## src/rtl/fetch_unit_if.sv

```systemverilog
// Bus bundle between the fetch stage, instruction memory and the decode stage.
// The master modport is the fetch stage's view. FETCH_MISALIGN_TRAP_EN adds
// the misaligned flag.
interface fetch_unit_if #(
    parameter int DATA_WIDTH = 32,
    parameter int ADDR_WIDTH = 32
);
    logic                  imem_req;
    logic [ADDR_WIDTH-1:0] imem_addr;
    logic                  imem_ready;
    logic [DATA_WIDTH-1:0] imem_rdata;
    logic [DATA_WIDTH-1:0] instr;
    logic [ADDR_WIDTH-1:0] instr_pc;
    logic                  instr_valid;
    logic                  instr_ready;
    logic                  PCsrc;
    logic [ADDR_WIDTH-1:0] ImmOp;
`ifdef FETCH_MISALIGN_TRAP_EN
    logic                  misaligned;
`endif

    modport master (
        output imem_req, imem_addr,
        input  imem_ready, imem_rdata,
        output instr, instr_pc, instr_valid,
        input  instr_ready, PCsrc, ImmOp
`ifdef FETCH_MISALIGN_TRAP_EN
        , output misaligned
`endif
    );

    modport slave (
        input  imem_req, imem_addr,
        output imem_ready, imem_rdata,
        input  instr, instr_pc, instr_valid,
        output instr_ready, PCsrc, ImmOp
`ifdef FETCH_MISALIGN_TRAP_EN
        , input misaligned
`endif
    );
endinterface

```

## src/rtl/fetch_unit.sv

```systemverilog
// Instruction fetch stage: holds the PC, fetches one word at a time over a
// req/ready handshake and presents it to decode with valid/ready. The next
// PC is chosen from PCsrc/ImmOp on the accept cycle.
// Optional macro FETCH_MISALIGN_TRAP_EN: an unaligned next PC parks the
// stage in TRAP (misaligned=1) until reset; without it the low PC bits are
// cleared.
module fetch_unit #(
    parameter int                    DATA_WIDTH = 32,
    parameter int                    ADDR_WIDTH = 32,
    parameter logic [ADDR_WIDTH-1:0] RESET_PC   = '0
) (
    input logic         clk,
    input logic         rst_n,
    fetch_unit_if.master bus
);

`ifdef FETCH_MISALIGN_TRAP_EN
    typedef enum logic [1:0] {FETCH, WAIT, HOLD, TRAP} state_t;
`else
    typedef enum logic [1:0] {FETCH, WAIT, HOLD} state_t;
`endif

    state_t                state;
    logic [ADDR_WIDTH-1:0] pc;
    logic [ADDR_WIDTH-1:0] pc_sum;
    logic [ADDR_WIDTH-1:0] pc_next;
    logic [DATA_WIDTH-1:0] instr_q;
    logic [ADDR_WIDTH-1:0] instr_pc_q;
    logic                  instr_valid_q;
    logic                  imem_req_q;
`ifdef FETCH_MISALIGN_TRAP_EN
    logic                  misaligned_q;
`endif

    // Next-PC adder; wraps modulo 2^ADDR_WIDTH, ImmOp is two's complement.
    assign pc_sum = pc + (bus.PCsrc ? bus.ImmOp : ADDR_WIDTH'(4));

`ifdef FETCH_MISALIGN_TRAP_EN
    assign pc_next = pc_sum;
`else
    assign pc_next = pc_sum & ~ADDR_WIDTH'(3);
`endif

    // Address comes straight from the PC register, so it is stable while waiting.
    assign bus.imem_req    = imem_req_q;
    assign bus.imem_addr   = pc;
    assign bus.instr       = instr_q;
    assign bus.instr_pc    = instr_pc_q;
    assign bus.instr_valid = instr_valid_q;
`ifdef FETCH_MISALIGN_TRAP_EN
    assign bus.misaligned  = misaligned_q;
`endif

    // Fetch FSM with registered handshake outputs.
    always_ff @(posedge clk) begin
        if (!rst_n) begin
            state         <= FETCH;
            pc            <= RESET_PC;
            instr_q       <= '0;
            instr_pc_q    <= '0;
            instr_valid_q <= 1'b0;
            imem_req_q    <= 1'b1;
`ifdef FETCH_MISALIGN_TRAP_EN
            misaligned_q  <= 1'b0;
`endif
        end else begin
            case (state)
                FETCH, WAIT: begin
                    if (bus.imem_ready) begin
                        instr_q       <= bus.imem_rdata;
                        instr_pc_q    <= pc;
                        instr_valid_q <= 1'b1;
                        imem_req_q    <= 1'b0;
                        state         <= HOLD;
                    end else begin
                        state <= WAIT;
                    end
                end
                HOLD: begin
                    if (bus.instr_ready) begin
                        pc            <= pc_next;
                        instr_valid_q <= 1'b0;
`ifdef FETCH_MISALIGN_TRAP_EN
                        if (pc_next[1:0] != 2'b00) begin
                            misaligned_q <= 1'b1;
                            state        <= TRAP;
                        end else begin
                            imem_req_q <= 1'b1;
                            state      <= FETCH;
                        end
`else
                        imem_req_q    <= 1'b1;
                        state         <= FETCH;
`endif
                    end
                end
`ifdef FETCH_MISALIGN_TRAP_EN
                // Parked until reset; PC keeps the offending value.
                TRAP: begin
                    state <= TRAP;
                end
`endif
                default: begin
                    state <= FETCH;
                end
            endcase
        end
    end

endmodule

```

## src/flat_wrapper.sv

```systemverilog
// flat-port wrapper written by rule: the top's interface ports become plain ports
module fetch_unit_flat 
#(
    parameter int                    DATA_WIDTH = 32,
    parameter int                    ADDR_WIDTH = 32,
    parameter logic [ADDR_WIDTH-1:0] RESET_PC   = '0
)
  (clk, rst_n, bus_imem_req, bus_imem_addr, bus_imem_ready, bus_imem_rdata, bus_instr, bus_instr_pc, bus_instr_valid, bus_instr_ready, bus_PCsrc, bus_ImmOp);
  fetch_unit_if #(.DATA_WIDTH(DATA_WIDTH), .ADDR_WIDTH(ADDR_WIDTH)) bus_i ();
  input logic clk;
  input logic rst_n;
  output wire logic [$bits(bus_i.imem_req)-1:0] bus_imem_req;
  output wire logic [$bits(bus_i.imem_addr)-1:0] bus_imem_addr;
  input wire logic [$bits(bus_i.imem_ready)-1:0] bus_imem_ready;
  input wire logic [$bits(bus_i.imem_rdata)-1:0] bus_imem_rdata;
  output wire logic [$bits(bus_i.instr)-1:0] bus_instr;
  output wire logic [$bits(bus_i.instr_pc)-1:0] bus_instr_pc;
  output wire logic [$bits(bus_i.instr_valid)-1:0] bus_instr_valid;
  input wire logic [$bits(bus_i.instr_ready)-1:0] bus_instr_ready;
  input wire logic [$bits(bus_i.PCsrc)-1:0] bus_PCsrc;
  input wire logic [$bits(bus_i.ImmOp)-1:0] bus_ImmOp;
  assign bus_imem_req = bus_i.imem_req;
  assign bus_imem_addr = bus_i.imem_addr;
  assign bus_i.imem_ready = bus_imem_ready;
  assign bus_i.imem_rdata = bus_imem_rdata;
  assign bus_instr = bus_i.instr;
  assign bus_instr_pc = bus_i.instr_pc;
  assign bus_instr_valid = bus_i.instr_valid;
  assign bus_i.instr_ready = bus_instr_ready;
  assign bus_i.PCsrc = bus_PCsrc;
  assign bus_i.ImmOp = bus_ImmOp;
  fetch_unit #(.DATA_WIDTH(DATA_WIDTH), .ADDR_WIDTH(ADDR_WIDTH), .RESET_PC(RESET_PC)) u_core (.clk(clk), .rst_n(rst_n), .bus(bus_i));
endmodule
```

## config.mk

```make
export PLATFORM = sky130hd
export DESIGN_NAME = fetch_unit_flat
export DESIGN_NICKNAME = d
export VERILOG_FILES = /design/src/rtl/fetch_unit_if.sv /design/src/rtl/fetch_unit.sv /design/src/flat_wrapper.sv
export SDC_FILE = /design/constraint.sdc
export NUM_CORES = 1
export LEC_CHECK = 0
export CORE_ASPECT_RATIO = 2
export CORE_UTILIZATION = 40
export DETAILED_ROUTE_END_ITERATION = 7
export PLACE_DENSITY_LB_ADDON = 0.2
export SETUP_SLACK_MARGIN = 0.1
export SYNTH_ARGS = -nofsm -noshare
export SYNTH_HDL_FRONTEND = slang
export SYNTH_SLANG_ARGS = --single-unit
```

## constraint.sdc

```tcl
create_clock -name clk -period 8.3 [get_ports clk]
set_input_delay 1.245 -clock clk [delete_from_list [all_inputs] [get_ports clk]]
set_output_delay 1.245 -clock clk [all_outputs]
set_load 0.005 [all_outputs]
```

Word-level counts from Yosys, hierarchy flattened --
Cells that the tools add are included. W data, S select, Z words.
Storage, ports and cells: register bits after elaboration 96, output and inout port bits 98, logic and storage cells 27
Operators by class: add/sub/neg operators 1, equal/unequal tests 4, multiplexer cells 10, reductions and logical operators 6
Operators by type and width (count):
- $add A32 B32 Y32 | 1
- $mux W32 | 1
- $mux W1 | 4
- $mux W2 | 2
- $ne A2 B2 Y1 const B | 2
- $pmux W1 S2 | 2
- $pmux W2 S2 | 1
- $reduce_and A2 Y1 | 2
- $reduce_and A3 Y1 | 1
- $eq A2 B1 Y1 const B | 1
- $eq A2 B2 Y1 const B | 1
- $logic_not A2 Y1 | 1
- $reduce_bool A2 Y1 | 1
- $reduce_or A2 Y1 | 1

Longest topological paths before layout --
Gate-level depths: netlist (run 1).
depth after elaboration 4, mapped depth 13, depth with buffers taken out 11

Worst setup path after synthesis (run 1) --
Ideal clock, no wire load.
path kind input-to-reg, from in bus_PCsrc, to reg u_core.pc[28] (netlist: u_core.bus.imem_addr[28]), data arrival time 3516 ps, slack 4655 ps, cell stages on the path 12, buffers on the path 1, cell sequence clkbuf_1 > nand2b_1 > ha_1 > fa_1 > a21oi_1 > o221ai_1 > a31oi_1 > o31ai_1 > a221oi_1 > o21ai_0 > nand4b_1 > o211ai_1
Between the ends: longest elaborated chain between the ends 2
Ends and longest elaborated chain:
- from (decl) | RTL line flat_wrapper.sv:20 | input wire logic [$bits(bus_i.PCsrc)-1:0] bus_PCsrc;
- $mux W32 | RTL line fetch_unit.sv:36 | assign pc_sum = pc + (bus.PCsrc ? bus.ImmOp : ADDR_WIDTH'(4));
- $add A32 B32 Y32 | RTL line fetch_unit.sv:36
- to (signal assigned) | RTL line fetch_unit.sv:81 | pc <= pc_next;
- to (decl) | RTL line fetch_unit.sv:24 | logic [ADDR_WIDTH-1:0] pc;
No other way between the ends. A chain may end at the register's enable or synchronous reset.

Worst setup path after layout (run 1) --
Same ends and word-level chain as after synthesis.

==> results of run 1 <==
## sequential cells by signal, summed over array words and instances (netlist names)
signal,cells
u_core.bus.imem_addr,30
u_core.bus.imem_req,1
u_core.state,2
u_core.bus.instr,32
u_core.bus.instr_valid,1
u_core.bus.instr_pc,30
## placed cells by master, fill, tap and decap left out, types with 13 or more instances in the layout
cell	synthesis	final
a21o_1	13	13
ha_1	29	29
xnor2_1	16	16
nand2_1	182	182
o21ai_0	15	15
nor2_1	20	20
a21oi_1	113	113
clkdlybuf4s50_1	0	160
dfxtp_1	96	96
nand3_1	15	15
and2_1	28	28
## tightest hold or removal path, stage by stage, from the launching register on
cell	delay, ps
dfxtp_1	310
nand2_1	50
a21oi_1	50
## per-layer routing
metal / track usage (%) / wire [microns] / up-vias
met4: 8.78 / 374 / 0
met5: 0 / 0 / -
met2: 42.1 / 8210 / 163
met3: 3.97 / 815 / 33
li1: - / - / 2554
met1: 23.2 / 5510 / 2359
## synthesized netlist by cell type, types with 9 or more instances
| library cell | n |
|---|---|
| a21o_1 | 13 |
| a21oi_1 | 113 |
| and2_1 | 28 |
| clkbuf_1 | 32 |
| dfxtp_1 | 96 |
| ha_1 | 29 |
| inv_1 | 9 |
| nand2_1 | 182 |
| nand3_1 | 15 |
| nor2_1 | 20 |
| o21ai_0 | 15 |
| xnor2_1 | 16 |
## worst paths after layout
check | endpoint | startpoint | cells after the start | slack [ps]
max | u_core.bus.imem_addr[28]$_SDFFE_PN0P_ | bus_PCsrc | 12 | 3240
min | u_core.bus.instr[15]$_SDFFE_PN0P_ | u_core.bus.instr[15]$_SDFFE_PN0P_ | 2 | 450
max reg2reg | u_core.bus.imem_addr[28]$_SDFFE_PN0P_ | u_core.bus.imem_addr[2]$_SDFFE_PN0P_ | 10 | 5100
min reg2reg | u_core.bus.instr[15]$_SDFFE_PN0P_ | u_core.bus.instr[15]$_SDFFE_PN0P_ | 2 | 450
## cells by family after synthesis
logic type | share of synthesized area (%)
other | 0.0719
muxes | 0.384
AOI/OAI and AO/OA | 21.6
xor gates and xnor gates | 3.70
DFF | 36.9
buffers and inverters | 6.10
and+or+nand+nor | 24.0
adders and majority gates | 7.34
## power groups by stage
stage	clock network [mW]	registers, mW	logic, mW
2_1_floorplan	0	0.498	0.0918
3_3_place_gp	0	0.497	0.166
3_5_place_dp	0	0.498	0.170
4_1_cts	0.445	0.488	0.171
5_1_grt	0.467	0.490	0.186
6_report	0.435	0.487	0.169
## metrics by stage
| step | std cells | cell area [sq um] | worst slack [ps] | util [%] |
|---|---|---|---|---|
| final | 960 | 7100 | 3240 | 56.2 |
| after global routing | 960 | 7100 | 3110 | 56.2 |
| after CTS | 960 | 7100 | 3260 | 56.2 |
| after detailed placement | 944 | 6780 | 2920 | 53.7 |
| after global placement | 944 | 6780 | 3080 | 53.7 |
| after floorplan | 679 | 5230 | 4650 | - |
## layout make-up
type | instances | share of cell area, %
Clock inverter | 6 | 1.06
Timing Repair Buffer | 165 | 23.1
Multi-Input combinational cell | 523 | 42.2
Clock buffer | 10 | 3.37
Inverter | 10 | 0.529
Sequential cell | 96 | 27.1
Tap cell | 150 | 2.65
==> flow_summary.toml, run 1 <==
[floorplanning]
die_h_microns = 163
pin_count = 167
core-area_sq_um = 12600
die_w_microns = 82.7
start_util_pct = 41.3
rows = 58
dieArea_sq_um = 13500

[detailed_routing]
ant_nets = 0
dr_total_vias = 5109
first_pass_iters = 4
vias_per_cell = 5.32
post_drt_wl_per_cell_microns = 15.5
drt_iter0_drc = 280
totalWireLength_mm = 14.9
drc = 0

[synthesis]
synth_area_leaders = "dfxtp_1, nand2_1, a21oi_1, ha_1, and2_1"
async_flop_share_pct = 0
syn_avg_cell_area_sq_um = 7.71
synth_top_area_share_pct = 36.9
synth-edff-count = 0
yosysTopAreaCell = "dfxtp_1"
syn_inst = 676
synthFlopType = "dfxtp_1"
ys_warn_count = 0
synthDistinctLibCells = 61
ys_seq_elements = 96
syn-cell-area_sq_um = 5210
yosysSeqAreaShare_pct = 36.9

[grt]
grt_max_degree = 89
grt-ovfl-total = 0
antenna_found_initial = 0
grt_use_total_pct = 22.3
grt_pass1_wl_mm = 23.5
first_global_vias = 5084

[power_and_ir_drop]
ir_drop_mv = 0.116
power_leakage_nw = 2.67
power_frac_comb_pct = 15.5
p_switching_mw = 0.282
power.clock.fraction_pct = 39.8
total_power_mw = 1.09
p_per_area_nw_per_um2 = 154
p_int_mw = 0.809
p_sw_share_pct = 25.9
pwr-share-seq_pct = 44.7

[clocking]
ctsLongestPathBuffers = 2
cts_tree = "built"
clock_latency_ps = 350
post_cts_resize_count = 0
cts_num_sinks = 96
postCtsHoldBufs = 0
post-cts-setup-buffers = 0
clk_pin_slew_ps = 60
numCtsBuffers = 9
h-tree-depth = 3
cts-root-buf = "clkbuf_16"

[sta]
whs_ps = 454
slew_violations = 0
min_period_ps = 5060
worstMarginPinSlew_ps = 990
fin_setup_tns_ps = 0
skew_ps = 8.52
relSlewSlack_pct = 33.8
hold_violations = 0
setup_viol = 0
max_freq_ghz = 0.198
min_period_over_period_pct = 60.9
rsz0062_at_grt = "false"

[setup_path]
cp.required_ps = 8510
path_class = "primary input to flip-flop"
worstSetupEndpointType = "flip-flop"
crit_slowest_cell = "clkdlybuf4s50_1"
path_cells = "clkdlybuf4s50_1 > nand2b_1 > ha_1 > fa_1 > a21oi_1 > o221ai_1 > a31oi_1 > o31ai_1 > a221oi_1 > o21ai_0 > nand4b_1 > o211ai_1"
cp_top_family = "compound AO/OA/AOI/OAI gates"
crit_buf_inv = 1
worst-path-max-fanout = 30
worstPathArrival_ps = 5270
start_kind = "primary input"
slowest_delay_ps = 1120

[outcome]
status = "completed"

[cells_and_area]
drive_above_1_share_pct = 4.94
n_antenna_cell = 0
multi_input_area_sq_um = 3000
fillers = 1186
area.growth.synth_to_final_pct = 36.1
final_nets = 904
seq_area_sq_um = 1920

[placed_design]
gp_congestion = 0.959
port_buffers = 160
detailed_place_hpwl_mm = 10.9

[min_path]
holdCritPathClass = "flip-flop to flip-flop"

[job]
cap_viol_max_count = 0
Note: power is estimated with default switching activity, not from simulation.
==> run 2: changes to the inputs <==
- clock period: 8.3 -> 4.3 ns (I/O delays scaled with it)
==> run 2 against run 1 <==
Sequential share of layout area about the same. Die area unchanged. Design area decreased by 0.18%. Sequential power increased by 93%. Final cell count increased by 0.21%. Critical endpoint unchanged.
==> flow_summary.toml, run 2 (synthesized netlist as in run 1, its figures left out) <==
[floorplanning]
pin_count = 167
die_h_microns = 163
core-area_sq_um = 12600
dieArea_sq_um = 13500
die_w_microns = 82.7
start_util_pct = 41.3
rows = 58

[detailed_routing]
ant_nets = 0
totalWireLength_mm = 15.2
vias_per_cell = 5.27
drc = 0
post_drt_wl_per_cell_microns = 15.8
drt_iter0_drc = 168
dr_total_vias = 5071
first_pass_iters = 4

[sta]
max_freq_ghz = 0.272
slew_violations = 0
setup_viol = 0
fin_setup_tns_ps = 0
layout_setup_ws_ps = 620
hold_violations = 0
relSlewSlack_pct = 34.4
worstMarginPinSlew_ps = 982
skew_ps = 9.86
rsz0062_at_grt = "false"
min_period_ps = 3680
min_period_over_period_pct = 85.6

[placed_design]
dp.cells = 947
detailed_place_hpwl_mm = 11.4
port_buffers = 160
gp_congestion = 0.901
pre_cts_ws_ps = 285

[setup_path]
cp.required_ps = 4520
slowest_delay_ps = 690
crit_slowest_cell = "clkdlybuf4s50_1"
path_class = "primary input to flip-flop"
worstSetupEndpointType = "flip-flop"
start_kind = "primary input"
path_cells = "clkdlybuf4s50_1 > nand2b_1 > ha_1 > fa_1 > a21oi_1 > o221ai_1 > a31oi_1 > o31ai_1 > a221oi_1 > o21ai_0 > nand4b_1 > o211ai_1"
worst-path-max-fanout = 11
worstPathArrival_ps = 3900

[power_and_ir_drop]
p_per_area_nw_per_um2 = 290
power_leakage_nw = 2.67
power.clock.fraction_pct = 38.1
p_sw_share_pct = 27.5
ir_drop_mv = 0.189
p_switching_mw = 0.564
power_frac_comb_pct = 16.1
total_power_mw = 2.05
pwr-share-seq_pct = 45.9
p_int_mw = 1.49

[clocking]
cts-root-buf = "clkbuf_16"
postCtsHoldBufs = 0
numCtsBuffers = 9
clk_pin_slew_ps = 60
ctsLongestPathBuffers = 2
cts_num_sinks = 96
cts_tree = "built"
post_cts_resize_count = 0
clock_latency_ps = 350
post-cts-setup-buffers = 0
h-tree-depth = 3

[cells_and_area]
final_nets = 907
layout_common_cells = "nand2_1, clkdlybuf4s50_1, a21oi_1"
n_antenna_cell = 0
seq_area_sq_um = 1920
fillers = 1225
largest_reg_flops = 32
area.growth.synth_to_final_pct = 35.9
drive_above_1_share_pct = 5.17
final_common_cell = "nand2_1"
stdcell_count = 962
multi_input_area_sq_um = 3000
fin_util_pct = 56.1

[min_path]
holdCritPathClass = "flip-flop to flip-flop"

[grt]
grt_use_total_pct = 23.0
grt_max_degree = 55
grt_pass1_wl_mm = 23.8
grt-ovfl-total = 0
first_global_vias = 5028
antenna_found_initial = 0

[outcome]
status = "completed"

[job]
cap_viol_max_count = 0
## run 2: changes by cell type in the layout (fill, tap and decap cells not counted), sizes merged
cell / before / now
inv: 12 / 13
bufinv: 1 / 0
clkbuf: 10 / 9
buf: 5 / 8
## run 2: worst max-delay path: cells and delay by family
family	cells	cell delay, ps
compound gates	7	1680
simple gates	2	240
fa+ha+maj	2	630
buf+inv	1	690
## run 2: metal layers
| metal | GRT usage (%) | up-vias | routed length [microns] |
|---|---|---|---|
| li1 | - | 2554 | - |
| met1 | 23.5 | 2349 | 5700 |
| met2 | 44.2 | 142 | 8500 |
| met3 | 3.46 | 26 | 654 |
| met4 | 8.70 | 0 | 354 |
| met5 | 0 | - | 0 |
## run 2: final timing paths
path	from	endpoint	slack (ps)	cells after the start
max reg2reg	u_core.bus.imem_addr[2]$_SDFFE_PN0P_	u_core.bus.imem_addr[28]$_SDFFE_PN0P_	1370	10
max	bus_PCsrc	u_core.bus.imem_addr[28]$_SDFFE_PN0P_	620	12
min reg2reg	u_core.bus.instr_pc[9]$_SDFFE_PN0P_	u_core.bus.instr_pc[9]$_SDFFE_PN0P_	450	2
min	u_core.bus.instr_pc[9]$_SDFFE_PN0P_	u_core.bus.instr_pc[9]$_SDFFE_PN0P_	450	2
## run 2: area by class of cell
| cell class | count | share of cell area (%) |
|---|---|---|
| clock buffer | 9 | 3.18 |
| sequential | 96 | 27.1 |
| tap | 150 | 2.65 |
| inverter | 10 | 0.530 |
| timing repair buffer | 168 | 23.5 |
| multi-input combinational | 523 | 42.3 |
| clock inverter | 6 | 0.760 |
## run 2: power by group through the flow
| stage | combinational [mW] | clock (mW) | sequential [mW] |
|---|---|---|---|
| 2_1_floorplan | 0.177 | 0 | 0.961 |
| 3_3_place_gp | 0.326 | 0 | 0.960 |
| 3_5_place_dp | 0.331 | 0 | 0.962 |
| 4_1_cts | 0.333 | 0.800 | 0.942 |
| 5_1_grt | 0.364 | 0.836 | 0.946 |
| 6_report | 0.329 | 0.780 | 0.941 |
## run 2: stage by stage
step           cell area, sq um  hold WS [ps]
2_1_floorplan              5230           453
4_1_cts                    7080           456
5_1_grt                    7080           470
3_5_place_dp               6800           445
3_3_place_gp               6800           441
6_report                   7080           454
==> run 3: changes to the inputs <==
- CORE_UTILIZATION: 40 -> 42
- GPL_ROUTABILITY_DRIVEN: default -> 0
==> run 3 against run 2 <==
Clock power up 17%. Sequential share of layout area shrank 0.22 points. Utilization rose by 2.8 points. Sequential cell count is the same. Critical endpoint unchanged.
==> flow_summary.toml, run 3 (synthesized netlist as in run 1, its figures left out) <==
[placed_design]
dp.cells = 944
pre_cts_ws_ps = 293
placed_area_sq_um = 6800
detailed_place_hpwl_mm = 11.1
port_buffers = 160

[floorplanning]
core-area_sq_um = 12100
die_w_microns = 80.8
rows = 57
die_h_microns = 160
start_util_pct = 43.0
pin_count = 167
dieArea_sq_um = 12900

[setup_path]
start_kind = "primary input"
worst-path-max-fanout = 11
cp.required_ps = 4510
worstSetupEndpointType = "flip-flop"
r2r_cells = 10
path_class = "primary input to flip-flop"
worstPathArrival_ps = 3880

[sta]
hold_violations = 0
fin_setup_tns_ps = 0
slew_violations = 0
worstMarginPinSlew_ps = 837
whs_ps = 451
max_freq_ghz = 0.272
setup_viol = 0
rsz0062_at_grt = "false"
relSlewSlack_pct = 44.2
min_period_ps = 3680
layout_setup_ws_ps = 624
skew_ps = 8.03
min_period_over_period_pct = 85.5

[clocking]
postCtsHoldBufs = 0
numCtsBuffers = 9
post_cts_resize_count = 0
clk_pin_slew_ps = 60
clock_latency_ps = 340
ctsLongestPathBuffers = 2
cts_num_sinks = 96
post-cts-setup-buffers = 0
cts-root-buf = "clkbuf_16"
cts_tree = "built"
h-tree-depth = 3

[detailed_routing]
drc = 0
vias_per_cell = 5.35
ant_nets = 0
dr_total_vias = 5134
post_drt_wl_per_cell_microns = 15.4
drt_iter0_drc = 241
first_pass_iters = 4
totalWireLength_mm = 14.8

[outcome]
status = "completed"

[power_and_ir_drop]
ir_drop_mv = 0.194
total_power_mw = 2.18
p_per_area_nw_per_um2 = 306
power_leakage_nw = 2.70

[grt]
antenna_found_initial = 0
first_global_vias = 5075
grt_use_total_pct = 23.5
grt_pass1_wl_mm = 23.6
grt-ovfl-total = 0
grt_max_degree = 53

[cells_and_area]
stdcell_count = 959
largest_reg_flops = 32
drive_above_1_share_pct = 5.17
layout_common_cells = "nand2_1, clkdlybuf4s50_1, a21oi_1"
final_nets = 907
n_antenna_cell = 0
fin_util_pct = 58.9
area.growth.synth_to_final_pct = 37.0
final_common_cell = "nand2_1"
design_area_sq_um = 7140
fillers = 1123

[job]
cap_viol_max_count = 0

[min_path]
hold_depth = 2
holdCritPathClass = "flip-flop to flip-flop"
==> run 3: path summary, 6_finish.rpt <==
path | from | to | slack [ps]
worst min-delay path | u_core.bus.instr_pc[2]$_SDFFE_PN0P_ | u_core.bus.instr_pc[2]$_SDFFE_PN0P_ | 450
worst min register to register | u_core.bus.instr_pc[2]$_SDFFE_PN0P_ | u_core.bus.instr_pc[2]$_SDFFE_PN0P_ | 450
worst max-delay path | bus_PCsrc | u_core.bus.imem_addr[28]$_SDFFE_PN0P_ | 620
worst max register to register | u_core.bus.imem_addr[2]$_SDFFE_PN0P_ | u_core.bus.imem_addr[28]$_SDFFE_PN0P_ | 1340
==> run 3: area by class of cell <==
type | instances | area (sq um) | area share (%)
clock buffers | 9 | 225 | 3.15
clock inverters | 6 | 115 | 1.61
inverters | 10 | 37.5 | 0.526
multi-input cells | 523 | 3000 | 41.9
flip-flops and latches | 96 | 1920 | 26.9
well taps | 147 | 184 | 2.58
repair buffers | 168 | 1660 | 23.3
==> run 3: worst max-delay path, cell delays in order <==
cell             delay, ps
clkdlybuf4s50_1        650
nand2b_1               110
ha_1                   220
fa_1                   410
a21oi_1                170
o221ai_1               160
a31oi_1                400
o31ai_1                180
a221oi_1               430
o21ai_0                230
nand4b_1               150
o211ai_1               100
==> run 3: routing by layer <==
| metal | global-route usage (%) | part of all wire, % | vias up |
|---|---|---|---|
| met1 | 23.7 | 37 | 2379 |
| met4 | 10.1 | 2.5 | 0 |
| li1 | - | - | 2562 |
| met5 | 0 | 0 | - |
| met2 | 44.8 | 56 | 162 |
| met3 | 3.90 | 4.5 | 31 |
==> run 3: power breakdown <==
part           internal [mW]  switching [mW]  leakage [nW]
clock                  0.569           0.344         0.163
sequential             0.920          0.0212         0.781
combinational          0.167           0.161          1.76
total                   1.66           0.526          2.70
